--- config.mk ---
export PLATFORM = sky130hd
export DESIGN_NAME = udp_tx_scheduler_flat
export DESIGN_NICKNAME = d
export VERILOG_FILES = /design/src/rtl/udp_tx_scheduler_if.sv /design/src/rtl/udp_tx_scheduler.sv /design/src/flat_wrapper.sv
export SDC_FILE = /design/constraint.sdc
export NUM_CORES = 1
export LEC_CHECK = 0
export CORE_ASPECT_RATIO = 1.1
export CORE_MARGIN = 5
export CORE_UTILIZATION = 50
export CTS_CLUSTER_DIAMETER = 200
export CTS_CLUSTER_SIZE = 40
export DETAILED_ROUTE_END_ITERATION = 12
export GPL_ROUTABILITY_DRIVEN = 0
export GPL_TIMING_DRIVEN = 0
export HOLD_SLACK_MARGIN = 0.15
export PLACE_DENSITY = 0.85
export REMOVE_ABC_BUFFERS = 1
export SYNTH_ARGS = -nofsm -noshare
export SYNTH_HDL_FRONTEND = slang
export SYNTH_SLANG_ARGS = --single-unit
--- constraint.sdc ---
create_clock -name clk -period 2.4 [get_ports clk]
set_input_delay 0.6 -clock clk [delete_from_list [all_inputs] [get_ports clk]]
set_output_delay 0.6 -clock clk [all_outputs]
set_load 0.05 [all_outputs]
--- src/rtl/udp_tx_scheduler_if.sv ---
// Byte-lane AXI-stream bundle shared by the scheduler's requester and UDP-side ports.
interface udp_tx_scheduler_if #(
  parameter int DATA_WIDTH = 8
);
  logic [DATA_WIDTH-1:0] tdata;
  logic                  tvalid;
  logic                  tready;
  logic                  tlast;
  logic                  tuser;

  modport master (
    output tdata,
    output tvalid,
    input  tready,
    output tlast,
    output tuser
  );

  modport slave (
    input  tdata,
    input  tvalid,
    output tready,
    input  tlast,
    input  tuser
  );
endinterface

--- src/rtl/udp_tx_scheduler.sv ---
// Frame-granular round-robin arbiter feeding the UDP TX payload stream from two
// byte-stream requesters. Oversized frames are truncated (tlast+tuser forced),
// frames whose source stalls too long are closed with a padding beat, and the
// remainder of any offending frame is swallowed before the next grant.
module udp_tx_scheduler #(
  parameter int DATA_WIDTH     = 8,
  parameter int MAX_FRAME_LEN  = 88,
  parameter int TIMEOUT_CYCLES = 1024,
  parameter int CNT_WIDTH      = 16
) (
  input  logic                 clk,
  input  logic                 rst_n,
  udp_tx_scheduler_if.slave    s0_axis,
  udp_tx_scheduler_if.slave    s1_axis,
  udp_tx_scheduler_if.master   m_axis,
  output logic [CNT_WIDTH-1:0] frame_count0,
  output logic [CNT_WIDTH-1:0] frame_count1,
  output logic [CNT_WIDTH-1:0] error_count,
  output logic [1:0]           grant
);

  localparam int BEAT_W = $clog2(MAX_FRAME_LEN + 1);
  localparam int IDLE_W = $clog2(TIMEOUT_CYCLES + 1);

  typedef enum logic [1:0] {
    ST_IDLE,
    ST_PASS,
    ST_PAD,
    ST_DROP
  } state_t;

  state_t              state, state_nxt;
  logic [1:0]          grant_nxt;
  logic                last_grant, last_grant_nxt;   // 1 = source 1 completed last
  logic [BEAT_W-1:0]   beat_cnt, beat_cnt_nxt;
  logic [IDLE_W-1:0]   idle_cnt, idle_cnt_nxt;
  logic                fc0_inc, fc1_inc, err_inc;

  logic [DATA_WIDTH-1:0] src_tdata;
  logic                  src_tvalid, src_tlast, src_tuser, src_tready;
  logic [DATA_WIDTH-1:0] m_tdata;
  logic                  m_tvalid, m_tlast, m_tuser;
  logic                  at_limit;

  // Saturating increment used by the error counter.
  function automatic logic [CNT_WIDTH-1:0] sat_inc(input logic [CNT_WIDTH-1:0] v);
    sat_inc = (v == {CNT_WIDTH{1'b1}}) ? v : v + 1'b1;
  endfunction

  // Select the currently granted requester onto a common set of source signals.
  always_comb begin
    if (grant[1]) begin
      src_tdata  = s1_axis.tdata;
      src_tvalid = s1_axis.tvalid;
      src_tlast  = s1_axis.tlast;
      src_tuser  = s1_axis.tuser;
    end else begin
      src_tdata  = s0_axis.tdata;
      src_tvalid = s0_axis.tvalid;
      src_tlast  = s0_axis.tlast;
      src_tuser  = s0_axis.tuser;
    end
  end

  assign at_limit = (beat_cnt == BEAT_W'(MAX_FRAME_LEN - 1));

  // Next-state, output and counter-strobe logic for the frame scheduler FSM.
  always_comb begin
    state_nxt      = state;
    grant_nxt      = grant;
    last_grant_nxt = last_grant;
    beat_cnt_nxt   = beat_cnt;
    idle_cnt_nxt   = idle_cnt;
    fc0_inc        = 1'b0;
    fc1_inc        = 1'b0;
    err_inc        = 1'b0;
    m_tdata        = '0;
    m_tvalid       = 1'b0;
    m_tlast        = 1'b0;
    m_tuser        = 1'b0;
    src_tready     = 1'b0;

    case (state)
      ST_IDLE: begin
        beat_cnt_nxt = '0;
        idle_cnt_nxt = '0;
        if (s0_axis.tvalid && s1_axis.tvalid) begin
          // Tie: hand the bus to whichever source did not finish last.
          grant_nxt = last_grant ? 2'b01 : 2'b10;
          state_nxt = ST_PASS;
        end else if (s0_axis.tvalid) begin
          grant_nxt = 2'b01;
          state_nxt = ST_PASS;
        end else if (s1_axis.tvalid) begin
          grant_nxt = 2'b10;
          state_nxt = ST_PASS;
        end
      end

      ST_PASS: begin
        m_tvalid   = src_tvalid;
        src_tready = m_axis.tready;
        if (src_tvalid) begin
          m_tdata = src_tdata;
          // The final permitted beat always closes the frame; it is flagged
          // bad only when the source had not finished the frame itself.
          m_tlast = src_tlast | at_limit;
          m_tuser = src_tuser | (at_limit & ~src_tlast);
        end
        if (src_tvalid && m_axis.tready) begin
          beat_cnt_nxt = beat_cnt + 1'b1;
          if (src_tlast) begin
            fc0_inc        = grant[0];
            fc1_inc        = grant[1];
            last_grant_nxt = grant[1];
            grant_nxt      = 2'b00;
            state_nxt      = ST_IDLE;
          end else if (at_limit) begin
            err_inc   = 1'b1;
            state_nxt = ST_DROP;
          end
        end
        // Only source silence counts toward the timeout; a downstream stall
        // with data pending keeps the counter cleared.
        if (src_tvalid) begin
          idle_cnt_nxt = '0;
        end else if (idle_cnt == IDLE_W'(TIMEOUT_CYCLES - 1)) begin
          idle_cnt_nxt = '0;
          state_nxt    = ST_PAD;
        end else begin
          idle_cnt_nxt = idle_cnt + 1'b1;
        end
      end

      ST_PAD: begin
        m_tvalid = 1'b1;
        m_tlast  = 1'b1;
        m_tuser  = 1'b1;
        if (m_axis.tready) begin
          err_inc   = 1'b1;
          state_nxt = ST_DROP;
        end
      end

      ST_DROP: begin
        src_tready = 1'b1;
        if (src_tvalid && src_tlast) begin
          last_grant_nxt = grant[1];
          grant_nxt      = 2'b00;
          state_nxt      = ST_IDLE;
        end
      end

      default: begin
        state_nxt = ST_IDLE;
        grant_nxt = 2'b00;
      end
    endcase
  end

  // FSM state, grant bookkeeping and per-frame counters.
  always_ff @(posedge clk or negedge rst_n) begin
    if (!rst_n) begin
      state        <= ST_IDLE;
      grant        <= 2'b00;
      last_grant   <= 1'b1;
      beat_cnt     <= '0;
      idle_cnt     <= '0;
      frame_count0 <= '0;
      frame_count1 <= '0;
      error_count  <= '0;
    end else begin
      state      <= state_nxt;
      grant      <= grant_nxt;
      last_grant <= last_grant_nxt;
      beat_cnt   <= beat_cnt_nxt;
      idle_cnt   <= idle_cnt_nxt;
      if (fc0_inc) frame_count0 <= frame_count0 + 1'b1;
      if (fc1_inc) frame_count1 <= frame_count1 + 1'b1;
      if (err_inc) error_count  <= sat_inc(error_count);
    end
  end

  assign s0_axis.tready = src_tready & grant[0];
  assign s1_axis.tready = src_tready & grant[1];
  assign m_axis.tdata   = m_tdata;
  assign m_axis.tvalid  = m_tvalid;
  assign m_axis.tlast   = m_tlast;
  assign m_axis.tuser   = m_tuser;

endmodule

--- src/flat_wrapper.sv ---
// flat-port wrapper written by rule: the top's interface ports become plain ports
module udp_tx_scheduler_flat 
#(
  parameter int DATA_WIDTH     = 8,
  parameter int MAX_FRAME_LEN  = 88,
  parameter int TIMEOUT_CYCLES = 1024,
  parameter int CNT_WIDTH      = 16
)
  (clk, rst_n, frame_count0, frame_count1, error_count, grant, s0_axis_tdata, s0_axis_tvalid, s0_axis_tready, s0_axis_tlast, s0_axis_tuser, s1_axis_tdata, s1_axis_tvalid, s1_axis_tready, s1_axis_tlast, s1_axis_tuser, m_axis_tdata, m_axis_tvalid, m_axis_tready, m_axis_tlast, m_axis_tuser);
  udp_tx_scheduler_if #(.DATA_WIDTH(DATA_WIDTH)) s0_axis_i ();
  udp_tx_scheduler_if #(.DATA_WIDTH(DATA_WIDTH)) s1_axis_i ();
  udp_tx_scheduler_if #(.DATA_WIDTH(DATA_WIDTH)) m_axis_i ();
  input  logic clk;
  input  logic rst_n;
  output logic [CNT_WIDTH-1:0] frame_count0;
  output logic [CNT_WIDTH-1:0] frame_count1;
  output logic [CNT_WIDTH-1:0] error_count;
  output logic [1:0] grant;
  input wire logic [$bits(s0_axis_i.tdata)-1:0] s0_axis_tdata;
  input wire logic [$bits(s0_axis_i.tvalid)-1:0] s0_axis_tvalid;
  output wire logic [$bits(s0_axis_i.tready)-1:0] s0_axis_tready;
  input wire logic [$bits(s0_axis_i.tlast)-1:0] s0_axis_tlast;
  input wire logic [$bits(s0_axis_i.tuser)-1:0] s0_axis_tuser;
  input wire logic [$bits(s1_axis_i.tdata)-1:0] s1_axis_tdata;
  input wire logic [$bits(s1_axis_i.tvalid)-1:0] s1_axis_tvalid;
  output wire logic [$bits(s1_axis_i.tready)-1:0] s1_axis_tready;
  input wire logic [$bits(s1_axis_i.tlast)-1:0] s1_axis_tlast;
  input wire logic [$bits(s1_axis_i.tuser)-1:0] s1_axis_tuser;
  output wire logic [$bits(m_axis_i.tdata)-1:0] m_axis_tdata;
  output wire logic [$bits(m_axis_i.tvalid)-1:0] m_axis_tvalid;
  input wire logic [$bits(m_axis_i.tready)-1:0] m_axis_tready;
  output wire logic [$bits(m_axis_i.tlast)-1:0] m_axis_tlast;
  output wire logic [$bits(m_axis_i.tuser)-1:0] m_axis_tuser;
  assign s0_axis_i.tdata = s0_axis_tdata;
  assign s0_axis_i.tvalid = s0_axis_tvalid;
  assign s0_axis_tready = s0_axis_i.tready;
  assign s0_axis_i.tlast = s0_axis_tlast;
  assign s0_axis_i.tuser = s0_axis_tuser;
  assign s1_axis_i.tdata = s1_axis_tdata;
  assign s1_axis_i.tvalid = s1_axis_tvalid;
  assign s1_axis_tready = s1_axis_i.tready;
  assign s1_axis_i.tlast = s1_axis_tlast;
  assign s1_axis_i.tuser = s1_axis_tuser;
  assign m_axis_tdata = m_axis_i.tdata;
  assign m_axis_tvalid = m_axis_i.tvalid;
  assign m_axis_i.tready = m_axis_tready;
  assign m_axis_tlast = m_axis_i.tlast;
  assign m_axis_tuser = m_axis_i.tuser;
  udp_tx_scheduler #(.DATA_WIDTH(DATA_WIDTH), .MAX_FRAME_LEN(MAX_FRAME_LEN), .TIMEOUT_CYCLES(TIMEOUT_CYCLES), .CNT_WIDTH(CNT_WIDTH)) u_core (.clk(clk), .rst_n(rst_n), .s0_axis(s0_axis_i), .s1_axis(s1_axis_i), .m_axis(m_axis_i), .frame_count0(frame_count0), .frame_count1(frame_count1), .error_count(error_count), .grant(grant));
endmodule
# Word-level counts from Yosys, hierarchy flattened
# Index checks and enable logic that the tools add are counted.
[totals]
regBits = 71
output_inout_bits = 63
[op_classes]
n_mux = 50
n_eq_ne = 11
n_addsub = 5
bitwise_logic = 7
reduce_logical = 12
[op_table]
columns = ["op", "count"]
rows = [
  ["$add A16 B1 Y16 const B", 3],
  ["$mux W2", 16],
  ["$mux W8", 3],
  ["$mux W11", 2],
  ["$pmux W11 S2", 1],
  ["$mux W1", 18],
  ["$eq A16 B16 Y1 const B", 1],
  ["$pmux W7 S2", 1],
  ["$pmux W1 S2", 6],
  ["$add A11 B1 Y11 const B", 1],
  ["$eq A11 B10 Y1 const B", 1],
  ["$pmux W2 S4", 1],
  ["$add A7 B1 Y7 const B", 1],
  ["$eq A7 B7 Y1 const B", 1],
  ["$mux W7", 1],
  ["$ne A2 B1 Y1 const B", 3],
  ["$pmux W2 S3", 1],
  ["$reduce_and A5 Y1", 1],
  ["$eq A2 B2 Y1 const B", 2],
  ["$ne A4 B3 Y1 const B", 1],
  ["$reduce_and A2 Y1", 2],
  ["$reduce_and A4 Y1", 1],
  ["$reduce_bool A2 Y1", 2],
  ["$and A1 B1 Y1", 3],
  ["other kinds (8)", 12],
]

# Depth between registers and ports, before layout
[logic_depth]
depth_word = 7
depth_mapped = 8
depth_no_buf = 7

# Worst setup path before layout
# Ideal clock, no wire load.
[synth_timing]
kind = "reg2out"
start = "register with a tool-made name"
end = "output m_axis_tdata[0]"
path_stages_with_launch = 6
arrival_time_ns = 1.913
t_required_ns = 1.800
setup_slack_ns = -0.113
n_path_buf = 1
path_cell_list = "dfrtp_1 inv_1 ha_1 clkbuf_1 nand2_1 nor2_1"
[synth_lines]
columns = ["item", "line", "source"]
rows = [
  ["end: declaration", "flat_wrapper.sv:29", "output wire logic [$bits(m_axis_i.tdata)-1:0] m_axis_tdata;"],
]

# Final worst setup path
[layout_timing]
start = "register u_core.grant[1]"
end = "output m_axis_tuser"
[layout_via]
elab_chain_len = 6
word_cells_on_any_way = 8
classes_between = "5 x mux; 3 x bitwise"
[layout_rtl]
columns = ["item", "line", "source"]
rows = [
  ["start: declaration", "udp_tx_scheduler.sv:19", "output logic [1:0] grant"],
  ["start signal: assignment", "udp_tx_scheduler.sv:174", "grant <= grant_nxt;"],
  ["$mux W1", "udp_tx_scheduler.sv:52", "if (grant[1]) begin"],
  ["$not A1 Y1", "udp_tx_scheduler.sv:108", "m_tuser = src_tuser | (at_limit & ~src_tlast);"],
  ["$and A1 B1 Y1", "udp_tx_scheduler.sv:108", ""],
  ["$or A1 B1 Y1", "udp_tx_scheduler.sv:108", ""],
  ["$mux W1 (*)", "udp_tx_scheduler.sv:103", "if (src_tvalid) begin"],
  ["$pmux W1 S2 (*)", "udp_tx_scheduler.sv:83", "case (state)"],
  ["end: declaration", "flat_wrapper.sv:33", "output wire logic [$bits(m_axis_i.tuser)-1:0] m_axis_tuser;"],
]
# Every way passes the cells marked *; elsewhere a longest branch is shown, timed or not.

==> metrics.txt <==
# TYPE chip_impl_metric gauge
chip_impl_metric{name="final_antenna_net_count",unit=""} 0
chip_impl_metric{name="grt_pass1_vias",unit=""} 3224
chip_impl_metric{name="synth_edf_count",unit=""} 0
chip_impl_metric{name="layout_setup_ws",unit="ns"} 0.0465
chip_impl_metric{name="cts_num_sinks",unit=""} 71
chip_impl_metric{name="ys.warnings.count",unit=""} 0
chip_impl_metric{name="finalClockSkew",unit="ns"} 0.00789
chip_impl_metric{name="slew-limit-headroom",unit=""} 0.418
chip_impl_info{name="synth.largest_area_cell",value="sky130_fd_sc_hd__dfrtp_1"} 1
chip_impl_metric{name="synth-seq-area-share",unit=""} 0.474
chip_impl_info{name="tritoncts",value="built"} 1
chip_impl_metric{name="initial_antenna_violation_count",unit=""} 1
chip_impl_info{name="worst_setup_path_startpoint",value="u_core.grant[1]"} 1
chip_impl_info{name="critical_path.reg2reg.startpoint",value="u_core.error_count[0]"} 1
chip_impl_metric{name="synth_seq_cells",unit=""} 71
chip_impl_metric{name="grt_first_pass_wirelength",unit="mm"} 15.3
chip_impl_metric{name="hold_violations",unit=""} 0
chip_impl_metric{name="timing.fmax",unit="MHz"} 425
chip_impl_metric{name="starting_drt_drc_count",unit=""} 150
chip_impl_metric{name="clock_power_share",unit=""} 0.269
chip_impl_metric{name="avgSynthCellArea",unit="µm²"} 10.3
chip_impl_info{name="critPathKind",value="reg -> out"} 1
chip_impl_metric{name="setup_viol",unit=""} 0
chip_impl_metric{name="crit_path_max_fanout",unit=""} 10
chip_impl_metric{name="area_growth",unit="%"} 35.3
chip_impl_metric{name="die_ar",unit="µm²"} 9330
chip_impl_metric{name="floorplan.die.width",unit="µm"} 92.6
chip_impl_metric{name="globalRouteTotalUtil",unit=""} 0.205
chip_impl_metric{name="yosys.area_share.simple",unit=""} 0.217
chip_impl_metric{name="die_h",unit="µm"} 101
chip_impl_metric{name="post-route-min-period",unit="ns"} 2.35
chip_impl_metric{name="critical_path_required",unit="ns"} 1.80
chip_impl_metric{name="power-per-cell-area",unit="nW/µm²"} 862
chip_impl_metric{name="post-synth-top-area-fraction",unit=""} 0.467
chip_impl_metric{name="synthMuxAreaShare",unit=""} 0.0637
chip_impl_metric{name="via_per_inst",unit=""} 5.64
chip_impl_metric{name="reg_power_frac",unit=""} 0.339
chip_impl_metric{name="postSynth.asyncResetShare",unit=""} 1.00
chip_impl_info{name="cell_types_occupying_the_most_area_after_synthesis",value="sky130_fd_sc_hd__dfrtp_1 (47%), sky130_fd_sc_hd__xor2_1 (6.3%), sky130_fd_sc_hd__xnor2_1 (5.1%), sky130_fd_sc_hd__nand3_1 (3.9%), sky130_fd_sc_hd__nand2_1 (3.8%)"} 1
chip_impl_metric{name="maxCapViolations",unit=""} 0
chip_impl_metric{name="synth_adder_area_share",unit=""} 0.0300
chip_impl_metric{name="hpwlAfterDp",unit="mm"} 6.38
chip_impl_info{name="synth.most_common_cell",value="sky130_fd_sc_hd__dfrtp_1"} 1
chip_impl_metric{name="worstMarginPinSlew",unit="ns"} 0.873
chip_impl_metric{name="row_count",unit=""} 33
chip_impl_metric{name="effective_utilization_at_floorplan",unit=""} 0.507
chip_impl_metric{name="timing.final.crit_share",unit=""} 0.981
chip_impl_info{name="synth_top_family_by_area",value="simple AND/OR/NAND/NOR gates"} 1
chip_impl_metric{name="synthXorXnorAreaFrac",unit=""} 0.114
chip_impl_info{name="hold_path_class",value="in -> async"} 1
chip_impl_metric{name="p_comb_frac",unit=""} 0.391
chip_impl_info{name="worst_setup_path_end_kind",value="output port"} 1
chip_impl_metric{name="first_pass_iters",unit=""} 4
chip_impl_metric{name="leakage_power",unit="nW"} 2.32
chip_impl_metric{name="cts_buffer_depth",unit=""} 2
chip_impl_metric{name="worst_ir_drop_on_vdd",unit="mV"} 0.530
chip_impl_metric{name="switchingPower",unit="mW"} 1.67
chip_impl_metric{name="pin_count_of_the_biggest_net_entering_global_routing",unit=""} 72
chip_impl_metric{name="grt.overflow.total",unit=""} 0
chip_impl_info{name="crit_path_start_kind",value="register"} 1
chip_impl_metric{name="ys_types",unit=""} 47
chip_impl_metric{name="final_max_slew_viol_count",unit=""} 0
chip_impl_info{name="result_of_the_run",value="finished clean"} 1
chip_impl_metric{name="clock_insertion_delay_worst_skew",unit="ns"} 0.35
chip_impl_metric{name="vias",unit=""} 3139
chip_impl_metric{name="ctsHoldBuffers",unit=""} 0
chip_impl_metric{name="intPower",unit="mW"} 2.71
chip_impl_metric{name="cts-buffers-inserted",unit=""} 9
chip_impl_metric{name="post_synth_instance_area",unit="µm²"} 3750
chip_impl_metric{name="postSynthCellCount",unit=""} 364
chip_impl_metric{name="io_pins",unit=""} 88
chip_impl_metric{name="wl_per_cell",unit="µm"} 16.4
chip_impl_info{name="synth-main-ff-cell",value="sky130_fd_sc_hd__dfrtp_1"} 1
chip_impl_metric{name="finalSetupTns",unit="ns"} 0
chip_impl_info{name="cts_root_buffer",value="sky130_fd_sc_hd__clkbuf_8"} 1
chip_impl_metric{name="io_buffer_count",unit=""} 87
chip_impl_metric{name="power.switching_fraction",unit=""} 0.381
chip_impl_metric{name="drc_errors",unit=""} 0
chip_impl_metric{name="clk_pin_slew",unit="ns"} 0.08
chip_impl_metric{name="design.final.nets",unit=""} 498
chip_impl_metric{name="detailedPlace.worstSlack",unit="ns"} -1.00
chip_impl_metric{name="compound_gate_fraction_of_synth_area",unit=""} 0.0784
chip_impl_metric{name="cts-htree-levels",unit=""} 3
chip_impl_metric{name="arrival",unit="ns"} 1.75
chip_impl_info{name="commonest_cells_in_the_synthesized_netlist",value="sky130_fd_sc_hd__dfrtp_1 (70), sky130_fd_sc_hd__nand2_1 (38), sky130_fd_sc_hd__nand3_1 (29), sky130_fd_sc_hd__nor2_1 (27), sky130_fd_sc_hd__xor2_1 (27)"} 1
chip_impl_metric{name="wirelength",unit="mm"} 9.15
chip_impl_metric{name="design.core.area",unit="µm²"} 7390
chip_impl_metric{name="final_layout_size_suffix_gt1_frac",unit=""} 0.149
[path summary, 6_finish.rpt]
kind,end,slack [ns],cells past startpoint
setup / recovery,m_axis_tuser,0.05,5
hold / removal,u_core.frame_count0[8],0.37,1
setup reg to reg,u_core.error_count[1],0.18,6
hold reg to reg,u_core.frame_count0[8],0.49,1
max in group asynchronous,u_core.grant[1],1.39,1
min in group clk,u_core.frame_count0[8],0.49,1
[power by group through the flow]
stage / registers [mW] / clock network (mW) / logic [mW]
after global routing: 1.51 / 1.25 / 1.82
after CTS: 1.47 / 1.20 / 1.65
after floorplan: 1.69 / 0 / 0.843
after detailed placement: 1.53 / 0 / 1.51
after global placement: 1.52 / 0 / 1.46
final: 1.48 / 1.18 / 1.71
[placed cells by master, fill, tap and decap left out, types with 6 or more instances in the layout]
master	n
sky130_fd_sc_hd__o21ai_0	9
sky130_fd_sc_hd__xnor2_1	22
sky130_fd_sc_hd__nand4_1	7
sky130_fd_sc_hd__and3_1	8
sky130_fd_sc_hd__nor2_1	27
sky130_fd_sc_hd__o21a_1	6
sky130_fd_sc_hd__nor4_1	7
sky130_fd_sc_hd__nand2_1	37
sky130_fd_sc_hd__mux2i_1	12
sky130_fd_sc_hd__xor2_1	27
sky130_fd_sc_hd__nor3_1	10
sky130_fd_sc_hd__buf_4	12
sky130_fd_sc_hd__inv_1	7
sky130_fd_sc_hd__nand3_1	28
sky130_fd_sc_hd__clkdlybuf4s15_2	6
sky130_fd_sc_hd__clkbuf_8	10
sky130_fd_sc_hd__ha_1	8
sky130_fd_sc_hd__clkdlybuf4s50_1	68
sky130_fd_sc_hd__mux2_2	7
sky130_fd_sc_hd__dfrtp_1	68
sky130_fd_sc_hd__a21oi_1	7
[metal layers]
metal / global-route usage / part of all wire / vias up
met3: 0.0441 / 0.046 / 28
met2: 0.362 / 0.52 / 96
met4: 0.0857 / 0.025 / 0
met5: 0 / 0 / -
met1: 0.243 / 0.41 / 1527
li1: - / - / 1488
[through the flow]
stage,area (µm²),cells,util,hold slack [ns],power [mW]
4_1_cts,5000,554,0.677,0.390,4.32
5_1_grt,5070,557,0.686,0.435,4.58
3_5_place_dp,4670,530,0.632,0.482,3.04
2_1_floorplan,3700,356,-,0.304,2.53
3_3_place_gp,4680,530,0.633,0.461,2.98
6_report,5070,557,0.686,0.366,4.37
[cell type report]
cell class	instances	area (µm²)
diodes	1	2.50
clock buffers	11	141
clock inverters	5	104
fillers	534	2320
inverters	8	30.0
multi-input cells	277	1970
flip-flops and latches	71	1780
well taps	87	109
repair buffers	97	931
[critical path: stages (launching register included)]
cell and delay [ns]:
sky130_fd_sc_hd__dfrtp_4 0.53, sky130_fd_sc_hd__mux2_4 0.36, sky130_fd_sc_hd__nand2_8 0.11, sky130_fd_sc_hd__a21oi_2 0.05, sky130_fd_sc_hd__o21a_1 0.20, sky130_fd_sc_hd__buf_6 0.15
[state kept, by name, summed over array words and instances (netlist names), named ones only]
| name | flops |
|---|---|
| u_core.beat_cnt | 7 |
| u_core.state | 1 |
| u_core.frame_count1 | 16 |
| u_core.frame_count0 | 16 |
| u_core.idle_cnt | 11 |
| u_core.last_grant | 1 |
| u_core.grant | 2 |
| u_core.error_count | 16 |
[cell families (layout without fill, tap and decap cells)]
logic type / after synthesis / in the layout
adders and majority gates: 9 / 9
and+or+nand+nor: 154 / 154
muxes: 22 / 22
buffers and inverters: 16 / 121
DFF: 71 / 71
AOI/OAI and AO/OA: 43 / 43
xor gates and xnor gates: 49 / 49
other: 0 / 1
[timing repair]
item	in CTS	in global routing
endpoints found under the setup margin	47	25
gates resized for setup	66	18
pin swaps	3	1
setup buffers	8	2
endpoints found under the hold margin	0	0
(Power assumes the default switching activity.)
